## config.mk

```make
export PLATFORM = sky130hd
export DESIGN_NAME = player_hit_ctrl
export DESIGN_NICKNAME = d
export VERILOG_FILES = /design/src/rtl/player_hit_ctrl.sv
export SDC_FILE = /design/constraint.sdc
export NUM_CORES = 1
export LEC_CHECK = 0
export ABC_AREA = 0
export BUFFER_PORTS_ARGS = -buffer_cell sky130_fd_sc_hd__buf_2
export CORE_MARGIN = 10
export CORE_UTILIZATION = 57
export CTS_BUF_LIST = sky130_fd_sc_hd__clkbuf_8
export CTS_CLUSTER_DIAMETER = 200
export DETAILED_ROUTE_END_ITERATION = 16
export GPL_TIMING_DRIVEN = 0
export PLACE_DENSITY = 0.82
export SLEW_MARGIN = 20
export SYNTH_ARGS = -nofsm -noshare
export SYNTH_HDL_FRONTEND = slang
export SYNTH_SLANG_ARGS = --single-unit
```

## constraint.sdc

```tcl
create_clock -name clk_50MHz -period 2.1 [get_ports clk_50MHz]
set_input_delay 0.42 -clock clk_50MHz [delete_from_list [all_inputs] [get_ports clk_50MHz]]
set_output_delay 0.42 -clock clk_50MHz [all_outputs]
set_load 0.02 [all_outputs]
```

## src/rtl/player_hit_ctrl.sv

```systemverilog
// ---------------------------------------------------------------------------
// player_hit_ctrl
//   Receiving end of the enemy shot path. Detects an enemy bullet overlapping
//   the player tank on frame ticks and sequences the tank through explosion,
//   respawn with temporary invulnerability, and final game over. All timing
//   is counted in refresh_tick frames.
//
// Ports
//   clk_50MHz      in   system clock
//   reset          in   asynchronous active-low reset
//   refresh_tick   in   one-cycle frame strobe
//   x_enemy_bullet in   [9:0] enemy bullet left edge
//   y_enemy_bullet in   [9:0] enemy bullet top edge
//   x_tank         in   [9:0] player tank left edge
//   y_tank         in   [9:0] player tank top edge
//   hit            out  impact flag, held until after the next frame tick
//   tank_detroyed  out  high while exploding and in game over
//   tank_invuln    out  high while invulnerable after a respawn
//   respawn        out  one-cycle pulse returning the tank to its start
//   lives          out  [2:0] remaining lives
//   game_over      out  high once the last life has been lost
// ---------------------------------------------------------------------------
module player_hit_ctrl #(
  parameter int LIVES         = 3,
  parameter int BOOM_FRAMES   = 30,
  parameter int INVULN_FRAMES = 120,
  parameter int TANK_SIZE     = 32,
  parameter int BULLET_SIZE   = 4
) (
  input  logic       clk_50MHz,
  input  logic       reset,
  input  logic       refresh_tick,
  input  logic [9:0] x_enemy_bullet,
  input  logic [9:0] y_enemy_bullet,
  input  logic [9:0] x_tank,
  input  logic [9:0] y_tank,
  output logic       hit,
  output logic       tank_detroyed,
  output logic       tank_invuln,
  output logic       respawn,
  output logic [2:0] lives,
  output logic       game_over
);

  // One shared frame counter serves both the explosion and the
  // invulnerability phases; it only ever counts up to the last frame index.
  localparam int MAX_FRAMES = (BOOM_FRAMES > INVULN_FRAMES) ? BOOM_FRAMES : INVULN_FRAMES;
  localparam int CNT_W      = (MAX_FRAMES > 1) ? $clog2(MAX_FRAMES) : 1;

  localparam logic [CNT_W-1:0] BOOM_LAST   = CNT_W'(BOOM_FRAMES - 1);
  localparam logic [CNT_W-1:0] INVULN_LAST = CNT_W'(INVULN_FRAMES - 1);
  localparam logic [2:0]       LIVES_INIT  = 3'(LIVES);
  localparam logic [10:0]      TANK_EXT    = 11'(TANK_SIZE);
  localparam logic [10:0]      BULLET_EXT  = 11'(BULLET_SIZE);

  typedef enum logic [1:0] {
    ALIVE     = 2'd0,
    BOOM      = 2'd1,
    RESPAWN   = 2'd2,
    GAME_OVER = 2'd3
  } state_t;

  state_t           state;
  logic [CNT_W-1:0] frame_cnt;

  // Zero-extend to 11 bits so edge + size never wraps near the right or
  // bottom of the 10-bit coordinate space.
  logic [10:0] xb, yb, xt, yt;
  logic        ov;

  assign xb = {1'b0, x_enemy_bullet};
  assign yb = {1'b0, y_enemy_bullet};
  assign xt = {1'b0, x_tank};
  assign yt = {1'b0, y_tank};

  assign ov = (xb < xt + TANK_EXT) && (xb + BULLET_EXT > xt) &&
              (yb < yt + TANK_EXT) && (yb + BULLET_EXT > yt);

  always_ff @(posedge clk_50MHz or negedge reset) begin
    if (!reset) begin
      state         <= ALIVE;
      frame_cnt     <= '0;
      lives         <= LIVES_INIT;
      hit           <= 1'b0;
      tank_detroyed <= 1'b0;
      tank_invuln   <= 1'b0;
      respawn       <= 1'b0;
      game_over     <= 1'b0;
    end else begin
      respawn <= 1'b0;

      // The bullet logic only looks at hit on frame ticks, so hold it until
      // one tick has gone by after it rose. A fresh detection below takes
      // priority because it is assigned later in this block.
      if (hit && refresh_tick) begin
        hit <= 1'b0;
      end

      case (state)
        ALIVE: begin
          if (refresh_tick && ov) begin
            state         <= BOOM;
            frame_cnt     <= '0;
            lives         <= (lives != 3'd0) ? lives - 3'd1 : 3'd0;
            hit           <= 1'b1;
            tank_detroyed <= 1'b1;
          end
        end

        BOOM: begin
          if (refresh_tick) begin
            if (frame_cnt == BOOM_LAST) begin
              frame_cnt <= '0;
              if (lives == 3'd0) begin
                state     <= GAME_OVER;
                game_over <= 1'b1;
              end else begin
                state         <= RESPAWN;
                tank_detroyed <= 1'b0;
                tank_invuln   <= 1'b1;
                respawn       <= 1'b1;
              end
            end else begin
              frame_cnt <= frame_cnt + CNT_W'(1);
            end
          end
        end

        RESPAWN: begin
          if (refresh_tick) begin
            if (frame_cnt == INVULN_LAST) begin
              state       <= ALIVE;
              frame_cnt   <= '0;
              tank_invuln <= 1'b0;
            end else begin
              frame_cnt <= frame_cnt + CNT_W'(1);
            end
          end
        end

        GAME_OVER: begin
          // Terminal until reset.
          tank_detroyed <= 1'b1;
          game_over     <= 1'b1;
        end

        default: begin
          state <= ALIVE;
        end
      endcase
    end
  end

endmodule
```

* Yosys cells after proc, flatten, opt, wreduce, memory -nomap -nowiden
Cells that the tools add are included.
** Word-level totals
- Register bits after elaboration :: 17
- Bits of input ports :: 43
- Output and inout port bits :: 8
- Word-level logic and storage cells :: 84
** Cells by class
- Add/sub/neg operators :: 6
- $lt $le $gt $ge :: 4
- Equal/unequal tests :: 12
- Mux-type cells :: 36
- Reductions and logical operators :: 18
** Operators by type and width (number)
- $mux W7 :: 5
- $add A10 B3 Y11 const B :: 2
- $add A10 B6 Y11 const B :: 2
- $gt A11 B10 Y1 :: 2
- $lt A10 B11 Y1 :: 2
- $pmux W7 S3 :: 1
- $mux W1 :: 20
- $ne A2 B2 Y1 const B :: 7
- $reduce_and A6 Y1 :: 2
- $mux W2 :: 5
- $reduce_bool A3 Y1 :: 3
- $reduce_and A4 Y1 :: 2
- $add A7 B1 Y7 const B :: 1
- $eq A7 B5 Y1 const B :: 1
- $eq A7 B7 Y1 const B :: 1
- $pmux W2 S3 :: 1
- $logic_and A1 B1 Y1 :: 5
- $reduce_and A5 Y1 :: 1
- $eq A2 B2 Y1 const B :: 2
- $pmux W1 S2 :: 2
- $reduce_bool A2 Y1 :: 2
- $logic_not A3 Y1 :: 1
- $mux W3 :: 1
- $pmux W1 S3 :: 1
- other kinds (4) :: 4

* Logic depth before layout (Yosys ltp)
Gate-level depths: netlist of the first run.
- Word-level depth :: 8
- Depth in mapped cells :: 13
- Gate-level depth less buffers :: 12

* Worst setup path after synthesis of the first run
No wires, ideal clock.
- Kind :: input-to-reg
- Start :: in x_enemy_bullet[2]
- End :: reg frame_cnt[0]
- Setup time :: 0.125 ns
- Data arrival time :: 2.785 ns
- Required time :: 1.975 ns
- Setup slack :: -0.810 ns
- Cell stages on the path :: 13
- Path buffers :: 1
- Cells stage by stage :: ha_1 > and3_2 > nand3_1 > xnor2_1 > ha_1 > and3_1 > nand4_1 > o31ai_1 > nor4_4 > a31oi_4 > nand2b_4 > buf_6 > mux2_4
** Between the ends
- Cells in the longest elaborated chain, start to end :: 8
- Elaborated cells between the ends (all ways) :: 9
- Those cells by class :: add/sub (1); order compare (2); eq/ne (1); reduce/logical (5)
** RTL lines
- start, declared :: RTL line 33 : input logic [9:0] x_enemy_bullet,
- $add A10 B3 Y11 :: RTL line 76 : assign ov = (xb < xt + TANK_EXT) && (xb + BULLET_EXT > xt) &&
- $gt A11 B10 Y1 :: RTL line 76
- $logic_and A1 B1 Y1 (*) (2 in series) :: RTL line 76
- $logic_and A1 B1 Y1 (*) :: RTL line 77 : (yb < yt + TANK_EXT) && (yb + BULLET_EXT > yt);
- $logic_and A1 B1 Y1 (*) :: RTL line 101 : if (refresh_tick && ov) begin
- $ne A2 B2 Y1 (no source line) (*)
- $reduce_and A4 Y1 (no source line) (*)
- end signal, assigned :: RTL line 124 : frame_cnt <= frame_cnt + CNT_W'(1);
- end signal, assigned :: RTL line 136 : frame_cnt <= frame_cnt + CNT_W'(1);
- end, declared :: RTL line 64 : logic [CNT_W-1:0] frame_cnt;
Every way passes the cells marked *; elsewhere a longest branch is shown, timed or not.
A chain may end at the register's enable or synchronous reset.

* Worst setup path after layout of the first run
- Start :: in x_enemy_bullet[6]
- End :: reg frame_cnt[0]
The elaborated chain is that of the path after synthesis.

==> flow_summary_export.csv, run 1 <==
group,metric,value,unit
global_route,grtUsageTotal,15.5,%
pwr,power,974,uW
setup_path,crit_path_start_kind,"input pin",
cells_and_area,num_antenna_cells,0,
route,drc,0,
clock_tree,cts_hold_buf,0,
pwr,p_leak,1.45,nW
timing,finalSetupViolations,14,
global_route,gr-max-usage-layer,"met2",
timing,slew_violations,0,
global_route,overflow,0,
timing,min_period,2.59,ns
synth,synthCells,266,
synth,synth_warnings,0,
placed_design,dp_hpwl,4.43,mm
global_route,grt_pass1_wl,9.74,mm
route,via_per_inst,5.80,
synth,yosysTopAreaCellShare,26.5,%
synth,async_reset_ff_share,100,%
global_route,grtUsageMet2,28.2,%
placed_design,dp.cells,366,
timing,rsz0062_at_grt,"yes",
cells_and_area,nNetsFinal,422,
synth,yosysMostFrequentCell,"ha_1",
setup_path,critical_path_class,"input pin to register",
timing,worstMarginPinSlew,0.553,ns
setup_path,path_delay_family,"simple AND/OR/NAND/NOR gates",
synth,synth_area_leaders,"ha_1 27%, dfrtp_1 16%, inv_1 5.5%, xnor2_1 4.5%, nand3_1 3.7%",
die,boundaryPins,51,
synth,synth_common_cells,"49 x ha_1, 34 x inv_1, 17 x nand3_1, 17 x o21ai_0, 15 x dfrtp_1",
cells_and_area,layout-drive-gt1-share,32.2,%
timing,layout_setup_ws,-0.490,ns
die,die_h,83.7,um
pwr,clock_power_share,25.0,%
worst_hold_path,hold_path_class,"input pin to async pin",
global_route,met3_usage,2.64,%
pwr,p_sw_share,33.2,%
die,start_util,58.3,%
clock_tree,htreeDepth,1,
synth,ys_seq_elements,17,
timing,maxSlewHeadroom,62.9,%
global_route,grt_pass1_vias,2285,
route,first_iter_violations,96,
run_status,violations,"setup timing",
timing,hold_viol_final,0,
setup_path,path_max_fanout,7,
synth,synth_ff_type,"dfrtp_1",
pwr,power_density,328,nW/um^2
clock_tree,cts_buffers,3,
clock_tree,cts_tree,"yes",
die,die_area,7010,um^2
synth,synth_top_area_cell,"ha_1",
global_route,grt_use_met1,18.2,%
route,wire_per_inst,15.3,um
timing,finalCritPeriodShare,123,%
synth,synth.cell_area,2310,um^2
route,wl,5.81,mm
cells_and_area,area_growth_syn_to_layout,28.3,%
clock_tree,clk_latency,0.25,ns
global_route,grt_antenna_before_repair,0,
placed_design,io_buffers,50,
route,antenna_left,0,
pwr,p_comb_share,40.8,%
placed_design,place_area,2660,um^2
timing,final.setup.tns,-5.62,ns
clock_tree,cts_buffer_depth,2,
setup_path,crit_path_end_kind,"register",
pwr,vdd_drop_max,0.193,mV
setup_path,crit_required,2.24,ns
cells_and_area,fillers,286,
setup_path,slowest_stage,"mux2_4",
clock_tree,clk_pin_slew,0.07,ns
setup_path,path_buf_inv,2,
clock_tree,cts-root-buf,"clkbuf_8",
synth,synth_cell_types,48,
pwr,seqPwrFrac,34.2,%
cells_and_area,final_cells,379,
pwr,intPower,651,uW
cells_and_area,finish.instance_area,2970,um^2
die,die_w,83.7,um
flow_run,cap_violations,0,
global_route,grt_max_degree,18,
setup_path,arrival,2.72,ns
timing,timing.fmax,386,MHz
setup_path,max_stage_delay,0.31,ns
synth,synth_edf_count,0,
setup_path,cp_cell_sequence,"buf_4 > and3_1 > nand3_2 > buf_4 > xnor2_1 > ha_1 > and3_4 > nand4_1 > o31ai_4 > nor4_4 > a31oi_4 > nand2b_4 > mux2_4",
route,vias,2198,
placed_design,place_congestion,0.858,
pwr,p_sw,324,uW
timing,clock_skew,0.00221,ns
die,core,3970,um^2
clock_tree,clock_sinks,17,
route,firstDrtPassIters,4,
setup_path,rr_worst_depth,8,
synth,yosysSeqAreaShare,18.5,%
synth,syn_avg_cell_area,8.70,um^2
die,row_count,23,
setup_path,cp.depth,13,
synth,syn-num-nets,358,
run_status,outcome,"finished, violations left",
setup_path,crit_top_cell,"buf_4",
[state kept, by name, indices dropped and copies added, names as in the netlist]
name,cells
state,2
hit,1
respawn,1
game_over,1
lives,3
frame_cnt,7
tank_invuln,1
tank_detroyed,1
[cells by family (layout without fill, tap and decap cells)]
logic type               after synthesis  in the layout  share of synthesized area, %
buffers and inverters                 35             98                          6.00
multiplexers                           4              4                          2.00
AND/OR/NAND/NOR                       83             83                          21.1
adder cells (fa/ha/maj)               49             49                          26.5
flip-flops                            17             17                          18.5
AO/OA/AOI/OAI                         60             60                          19.0
XOR/XNOR                              18             18                          6.81
[layer usage]
layer,wire length (um),vias up
met4,48,0
met3,241,6
met5,0,-
met1,2510,1035
li1,-,1099
met2,3000,58
[power by group through the flow]
| stage | logic, mW | registers [mW] | clock network, mW |
|---|---|---|---|
| 2_1_floorplan | 0.214 | 0.338 | 0 |
| 3_3_place_gp | 0.320 | 0.339 | 0 |
| 3_5_place_dp | 0.333 | 0.339 | 0 |
| 4_1_cts | 0.372 | 0.333 | 0.247 |
| 5_1_grt | 0.448 | 0.333 | 0.261 |
| 6_report | 0.398 | 0.333 | 0.244 |
[cell type report]
cell class	count	area, um^2	area share (%)
well taps	50	62.6	2.11
clock inverters	1	5.00	0.169
flip-flops and latches	17	428	14.4
multi-input cells	214	1950	65.7
inverters	34	128	4.30
repair buffers	60	354	11.9
clock buffers	3	41.3	1.39
[worst register-to-register path: stages (launching register included)]
cell and delay [ns]:
dfrtp_1 0.44, ha_1 0.17, nand4bb_1 0.11, o21ai_0 0.26
nand2_1 0.22, nand2_1 0.34, o21ai_0 0.15, o21ai_1 0.20
o41ai_2 0.09
[worst paths after layout]
| check | endpoint | slack [ns] | start |
|---|---|---|---|
| worst max register to register | frame_cnt[4]$_DFFE_PN0P_ | 0 | frame_cnt[0]$_DFFE_PN0P_ |
| worst max-delay path | frame_cnt[0]$_DFFE_PN0P_ | -0.49 | x_enemy_bullet[6] |
| min in group clk_50MHz | hit$_DFF_PN0_ | 0.43 | refresh_tick |
| worst min-delay path | frame_cnt[3]$_DFFE_PN0P_ | 0.08 | reset |
| max in group asynchronous | lives[0]$_DFFE_PN1P_ | 1.71 | reset |
| worst min register to register | game_over$_DFFE_PN0P_ | 0.50 | game_over$_DFFE_PN0P_ |
[cell usage in the layout, fill, tap and decap left out, types with 2 or more instances in the layout]
cell / n
nand3b_1: 2
o31ai_4: 3
nor3_2: 3
buf_4: 11
a21oi_2: 2
ha_1: 46
ha_4: 3
nor3b_1: 2
nand3_2: 2
mux2i_1: 2
o211ai_1: 2
inv_1: 34
o41ai_2: 5
o21ai_0: 14
o31ai_1: 3
clkbuf_8: 3
xor2_1: 6
a21o_1: 5
nor2b_1: 4
nor3_1: 3
nand2_1: 13
and3_1: 6
nor2_1: 6
a21oi_1: 10
buf_8: 2
nand2b_1: 2
nor4_4: 2
dfrtp_1: 15
xnor2_1: 11
o21ai_1: 5
nor2_2: 2
dfstp_2: 2
and3_4: 4
or2_2: 2
buf_2: 46
nand4_1: 7
nand3_1: 15
[metrics by stage]
step / utilization (%) / worst slack [ns] / hold WS [ns]
after floorplan: - / -0.711 / 0.124
after global placement: 67.0 / -1.12 / 0.352
after detailed placement: 67.0 / -1.17 / 0.360
after CTS: 73.4 / -0.484 / 0.0926
after global routing: 74.8 / -0.652 / 0.111
final: 74.8 / -0.490 / 0.0797
[repair_timing]
action / CTS / global route
buffers inserted: 8 / 2
endpoints found under the setup margin: 14 / 14
resized for setup: 33 / 6
pin swaps: 16 / 3
No activity file was read; power rests on OpenSTA's default activity.
==> run 2, diff against run 1 <==
--- a/config.mk
+++ b/config.mk
@@ -6,14 +6,17 @@
 export NUM_CORES = 1
 export LEC_CHECK = 0
 export ABC_AREA = 0
+export ABC_CLOCK_PERIOD_IN_PS = 2100
 export BUFFER_PORTS_ARGS = -buffer_cell sky130_fd_sc_hd__buf_2
 export CORE_MARGIN = 10
 export CORE_UTILIZATION = 57
 export CTS_BUF_LIST = sky130_fd_sc_hd__clkbuf_8
 export CTS_CLUSTER_DIAMETER = 200
+export CTS_CLUSTER_SIZE = 8
 export DETAILED_ROUTE_END_ITERATION = 16
 export GPL_TIMING_DRIVEN = 0
 export PLACE_DENSITY = 0.82
+export RECOVER_POWER = 25
 export SLEW_MARGIN = 20
 export SYNTH_ARGS = -nofsm -noshare
 export SYNTH_HDL_FRONTEND = slang
==> flow_summary_export.csv, run 2 (synthesized netlist as in run 1, its figures left out) <==
group,metric,value,unit
clock_tree,cts_tree,"yes",
route,via_per_inst,5.78,
setup_path,critical_path_class,"input pin to register",
die,core,3970,um^2
setup_path,slowest_stage,"mux2_4",
cells_and_area,final_cell_mix,"46 x ha_1, 45 x buf_2, 34 x inv_1",
cells_and_area,layout_commonest_cell,"ha_1",
setup_path,r2r_setup_slack,0,ns
cells_and_area,largest_reg_flops,7,
clock_tree,htreeDepth,1,
route,wire_per_inst,15.3,um
placed_design,place_congestion,0.858,
die,die_w,83.7,um
die,die_area,7010,um^2
global_route,grt_max_degree,18,
cells_and_area,fillers,286,
clock_tree,clk_pin_slew,0.07,ns
setup_path,path_max_fanout,7,
route,firstDrtPassIters,4,
run_status,violations,"setup timing",
pwr,vdd_drop_max,0.193,mV
placed_design,place_area,2660,um^2
global_route,grt_antenna_before_repair,0,
die,boundaryPins,51,
route,drc,0,
setup_path,worstReg2RegEnd,"frame_cnt[4]$_DFFE_PN0P_",
run_status,outcome,"finished, violations left",
cells_and_area,layout-drive-gt1-share,31.9,%
die,row_count,23,
worst_hold_path,hold_path_class,"input pin to async pin",
timing,slew_violations,0,
cells_and_area,seqCellArea,428,um^2
clock_tree,cts_buffer_depth,2,
cells_and_area,num_antenna_cells,0,
cells_and_area,top_register,"frame_cnt",
route,top_layer,"met4",
timing,finalCritPeriodShare,123,%
timing,finalSetupViolations,14,
die,die_h,83.7,um
route,wl,5.80,mm
timing,min_period,2.59,ns
setup_path,path_delay_family,"simple AND/OR/NAND/NOR gates",
placed_design,dp_hpwl,4.43,mm
pwr,power_density,328,nW/um^2
setup_path,crit_top_cell,"buf_4",
clock_tree,cts-root-buf,"clkbuf_8",
timing,layout_setup_ws,-0.490,ns
timing,hold_viol_final,0,
placed_design,io_buffers,50,
route,first_iter_violations,96,
timing,maxSlewHeadroom,40.4,%
timing,timing.fmax,386,MHz
cells_and_area,reg_top3,"frame_cnt x7, lives x3, state x2",
setup_path,worstReg2RegStart,"frame_cnt[0]$_DFFE_PN0P_",
timing,clock_skew,0.00235,ns
route,vias,2192,
timing,worstMarginPinSlew,0.894,ns
cells_and_area,nNetsFinal,422,
clock_tree,cts_buffers,3,
pwr,p_leak,1.45,nW
route,route.met2.wl,3.02,mm
flow_run,cap_violations,0,
setup_path,path_buf_inv,2,
route,met3_length,246,um
clock_tree,clk_latency,0.25,ns
setup_path,rr_worst_depth,8,
route,met1_length,2.50,mm
global_route,grt_pass1_vias,2285,
cells_and_area,finish.instance_area,2970,um^2
cells_and_area,multi_input_area,1950,um^2
cells_and_area,area_growth_syn_to_layout,28.3,%
route,antenna_left,0,
setup_path,max_stage_delay,0.31,ns
clock_tree,cts_hold_buf,0,
setup_path,cp_cell_sequence,"buf_4 > and3_1 > nand3_2 > buf_4 > xnor2_1 > ha_1 > and3_4 > nand4_1 > o31ai_4 > nor4_4 > a31oi_4 > nand2b_4 > mux2_4",
setup_path,crit_path_end_kind,"register",
clock_tree,clock_sinks,17,
die,start_util,58.3,%
global_route,overflow,0,
setup_path,crit_path_start_kind,"input pin",
cells_and_area,utilization,74.7,%
global_route,grtUsageTotal,15.5,%
setup_path,arrival,2.72,ns
setup_path,crit_required,2.24,ns
global_route,grt_pass1_wl,9.74,mm
timing,rsz0062_at_grt,"yes",
run 2: cell types whose count changed in the layout (fill, tap and decap cells not counted):
cell,previous run,this run
clkbuf_1,0,1
buf_2,46,45
run 2: layer usage:
metal	vias to the layer above	global-route usage (%)
li1	1099	-
met1	1029	18.2
met2	60	28.2
met3	4	2.64
met4	0	3.35
met5	-	0
run 2: cell type report:
type,count,share of cell area (%)
Multi-Input combinational cell,214,65.7
Timing Repair Buffer,60,11.9
Tap cell,50,2.11
Sequential cell,17,14.4
Clock inverter,1,0.169
Inverter,34,4.30
Clock buffer,3,1.39
run 2: metrics by stage:
stage / std cells / setup TNS, ns / worst slack [ns] / power [mW] / hold WS, ns
final: 379 / -5.62 / -0.490 / 0.974 / 0.270
after global routing: 379 / -8.23 / -0.652 / 1.04 / 0.363
after CTS: 377 / -5.81 / -0.484 / 0.952 / 0.0926
after detailed placement: 366 / -12.79 / -1.17 / 0.672 / 0.360
after global placement: 366 / -11.83 / -1.12 / 0.659 / 0.352
after floorplan: 266 / -6.60 / -0.711 / 0.552 / 0.124
run 2: timing repair:
action,in CTS,in global routing
hold endpoints to repair,0,0
gates cloned,0,0
gates resized for setup,33,6
pin swaps,16,3
buffers inserted,8,2
setup endpoints to repair,14,14
run 2: power breakdown:
part | switching (mW) | internal, mW
Sequential | 0.00348 | 0.330
Clock | 0.112 | 0.131
Combinational | 0.208 | 0.189
Total | 0.323 | 0.650
run 2: worst max path at each step:
stage                 startpoint                       end  slack [ns]  cells past startpoint
6_report       x_enemy_bullet[6]  frame_cnt[0]$_DFFE_PN0P_       -0.49                     13
5_1_grt        y_enemy_bullet[3]  frame_cnt[5]$_DFFE_PN0P_       -0.65                     14
4_1_cts        x_enemy_bullet[3]  frame_cnt[0]$_DFFE_PN0P_       -0.48                     13
3_5_place_dp   x_enemy_bullet[2]  frame_cnt[0]$_DFFE_PN0P_       -1.17                     14
3_3_place_gp   x_enemy_bullet[2]  frame_cnt[0]$_DFFE_PN0P_       -1.12                     14
2_1_floorplan  x_enemy_bullet[2]  frame_cnt[0]$_DFFE_PN0P_       -0.71                     13
==> run 3, diff against run 2 <==
--- a/config.mk
+++ b/config.mk
@@ -5,7 +5,7 @@
 export SDC_FILE = /design/constraint.sdc
 export NUM_CORES = 1
 export LEC_CHECK = 0
-export ABC_AREA = 0
+export ABC_AREA = 1
 export ABC_CLOCK_PERIOD_IN_PS = 2100
 export BUFFER_PORTS_ARGS = -buffer_cell sky130_fd_sc_hd__buf_2
 export CORE_MARGIN = 10
==> flow_summary_export.csv, run 3 <==
group,metric,value,unit
run_status,violations,"setup timing",
cells_and_area,largest_reg_flops,7,
cells_and_area,layout-drive-gt1-share,29.1,%
cells_and_area,multi_input_area,1980,um^2
route,vias,2355,
route,wire_per_inst,12.9,um
clock_tree,cts_tree,"yes",
setup_path,crit_path_end_kind,"register",
pwr,p_comb_share,65.4,%
setup_path,worstReg2RegEnd,"state[1]$_DFFE_PN0P_",
placed_design,dp.cells,446,
placed_design,dp_hpwl,4.65,mm
timing,slew_violations,0,
setup_path,critical_path_class,"input pin to register",
cells_and_area,nNetsFinal,502,
synth,synth_ff_type,"dfrtp_1",
pwr,p_sw,1.03,mW
timing,min_period,2.27,ns
cells_and_area,area_growth_syn_to_layout,29.7,%
setup_path,max_stage_delay,0.30,ns
cells_and_area,fillers,298,
setup_path,worstReg2RegStart,"frame_cnt[0]$_DFFE_PN0P_",
synth,synth_edf_count,0,
setup_path,path_buf_inv,3,
clock_tree,cts_buffers,3,
timing,maxSlewHeadroom,39.3,%
setup_path,crit_top_cell,"nand3_2",
die,boundaryPins,51,
die,start_util,59.4,%
cells_and_area,final_cell_mix,"65 x nand2_1, 58 x inv_1, 46 x ha_1",
global_route,grt_pass1_wl,9.88,mm
die,die_h,85.0,um
timing,hold_ws,0.260,ns
synth,syn-num-nets,438,
synth,synth_warnings,0,
synth,yosysMostFrequentCell,"nand2_1",
clock_tree,cts-root-buf,"clkbuf_8",
worst_hold_path,hold_path_class,"input pin to async pin",
route,firstDrtPassIters,5,
synth,synth.cell_area,2410,um^2
synth,async_reset_ff_share,100,%
cells_and_area,reg_top3,"frame_cnt x7, lives x3, state x2",
placed_design,io_buffers,50,
clock_tree,clk_latency,0.26,ns
pwr,intPower,1.12,mW
pwr,clock_power_share,11.8,%
setup_path,cp_cell_sequence,"buf_8 > ha_4 > nand2_4 > nor2_4 > nand3_2 > xnor2_2 > ha_1 > nand2_2 > inv_2 > nand3_2 > nor2_1 > nor2_1 > nand3_1 > nor2_2 > nand3_2 > nand2_4 > nand2_8 > buf_8 > nand2_2 > o21ai_2",
timing,hold_viol_final,0,
cells_and_area,top_register,"frame_cnt",
synth,synthCells,346,
setup_path,rr_worst_depth,8,
setup_path,crit_required,2.25,ns
pwr,seqPwrFrac,22.9,%
die,die_area,7230,um^2
timing,finalSetupViolations,14,
clock_tree,clk_pin_slew,0.07,ns
route,drc,0,
synth,syn_avg_cell_area,6.97,um^2
global_route,overflow,0,
setup_path,path_delay_family,"simple AND/OR/NAND/NOR gates",
pwr,power_density,687,nW/um^2
cells_and_area,layout_commonest_cell,"nand2_1",
timing,timing.fmax,441,MHz
pwr,vdd_drop_max,0.895,mV
clock_tree,cts_hold_buf,0,
cells_and_area,seqCellArea,428,um^2
cells_and_area,final_cells,459,
synth,yosysTopAreaCellShare,25.4,%
run_status,outcome,"finished, violations left",
timing,layout_setup_ws,-0.169,ns
placed_design,post-place-ws,-0.669,ns
synth,yosysSeqAreaShare,17.7,%
route,antenna_left,0,
flow_run,cap_violations,0,
route,wl,5.94,mm
setup_path,arrival,2.42,ns
synth,synth_top_area_cell,"ha_1",
synth,synth_area_leaders,"ha_1 25%, dfrtp_1 16%, nand2_1 11%, inv_1 9.2%, nor2_1 6.2%",
setup_path,r2r_setup_slack,0.12,ns
global_route,grtUsageTotal,15.5,%
timing,worstMarginPinSlew,0.910,ns
cells_and_area,num_antenna_cells,0,
route,first_iter_violations,77,
timing,finalCritPeriodShare,108,%
global_route,grt_pass1_vias,2410,
placed_design,place_congestion,0.822,
synth,synth_common_cells,"71 x nand2_1, 59 x inv_1, 49 x ha_1, 40 x nor2_1",
die,core,4060,um^2
clock_tree,clock_sinks,17,
pwr,p_leak,1.69,nW
cells_and_area,utilization,77.1,%
clock_tree,cts_buffer_depth,2,
synth,ys_seq_elements,17,
global_route,grt_max_degree,18,
timing,final.setup.tns,-1.68,ns
setup_path,crit_path_start_kind,"input pin",
die,row_count,23,
timing,clock_skew,0.00887,ns
setup_path,slowest_stage,"ha_1",
route,via_per_inst,5.13,
global_route,grt_antenna_before_repair,0,
pwr,p_sw_share,47.9,%
synth,synth_cell_types,28,
clock_tree,htreeDepth,1,
die,die_w,85.0,um
timing,rsz0062_at_grt,"yes",
setup_path,path_max_fanout,6,
==> run 3: cell types whose count changed after synthesis, sizes merged, moves of 7 or more <==
cell   before  now
a21oi      12   19
and3       10    0
inv        34   59
nand2      13   77
nor2        8   43
xnor2      12    5
xor2        6   13
==> run 3: repair_timing <==
action                     4_1_cts  5_1_grt
setup buffers                    6        2
gates cloned                     1        0
resized for setup               28       30
pin swaps                       14        6
setup endpoints to repair       14       14
==> run 3: cell families after synthesis <==
family,Yosys count,share of synthesized area [%]
simple gates,159,29.4
flops,17,17.7
xor+xnor,18,6.54
fa+ha+maj,49,25.4
buf+inv,60,9.65
compound gates,43,11.3
==> run 3: through the flow <==
stage | instance area (um^2) | total power, mW
finish | 3130 | 2.15
global route | 3130 | 2.33
CTS | 2970 | 2.05
detailed placement | 2750 | 1.57
global placement | 2750 | 1.54
floorplan | 2440 | 1.29
==> run 3: worst max path at each step <==
stage,slack [ns],start,end,cells past startpoint
after floorplan,-0.28,x_enemy_bullet[3],frame_cnt[4]$_DFFE_PN0P_,19
after global placement,-0.62,x_enemy_bullet[2],frame_cnt[4]$_DFFE_PN0P_,20
after detailed placement,-0.67,x_enemy_bullet[2],frame_cnt[4]$_DFFE_PN0P_,20
after CTS,-0.17,x_enemy_bullet[2],frame_cnt[4]$_DFFE_PN0P_,20
after global routing,-0.31,y_enemy_bullet[4],frame_cnt[4]$_DFFE_PN0P_,17
final,-0.17,x_enemy_bullet[2],frame_cnt[5]$_DFFE_PN0P_,20
==> run 3: routing by layer <==
metal	vias to the layer above	global-route usage (%)	wire, um
met2	37	28.5	3070
met4	0	2.40	35
met1	1062	17.5	2560
met3	5	4.21	274
li1	1251	-	-
met5	-	0	0
==> run 3: power groups by stage <==
stage	sequential (mW)	clock (mW)	combinational, mW
3_5_place_dp	0.487	0	1.09
3_3_place_gp	0.483	0	1.06
4_1_cts	0.486	0.259	1.30
6_report	0.492	0.253	1.40
2_1_floorplan	0.525	0	0.763
5_1_grt	0.506	0.269	1.55
==> run 3: cell type report <==
cell class              count  area share (%)
inverters                  59            7.08
flip-flops and latches     17            13.7
clock buffers               3            1.32
clock inverters             1           0.160
plain buffers               1           0.480
well taps                  50            2.00
repair buffers             59            11.9
multi-input cells         269            63.4
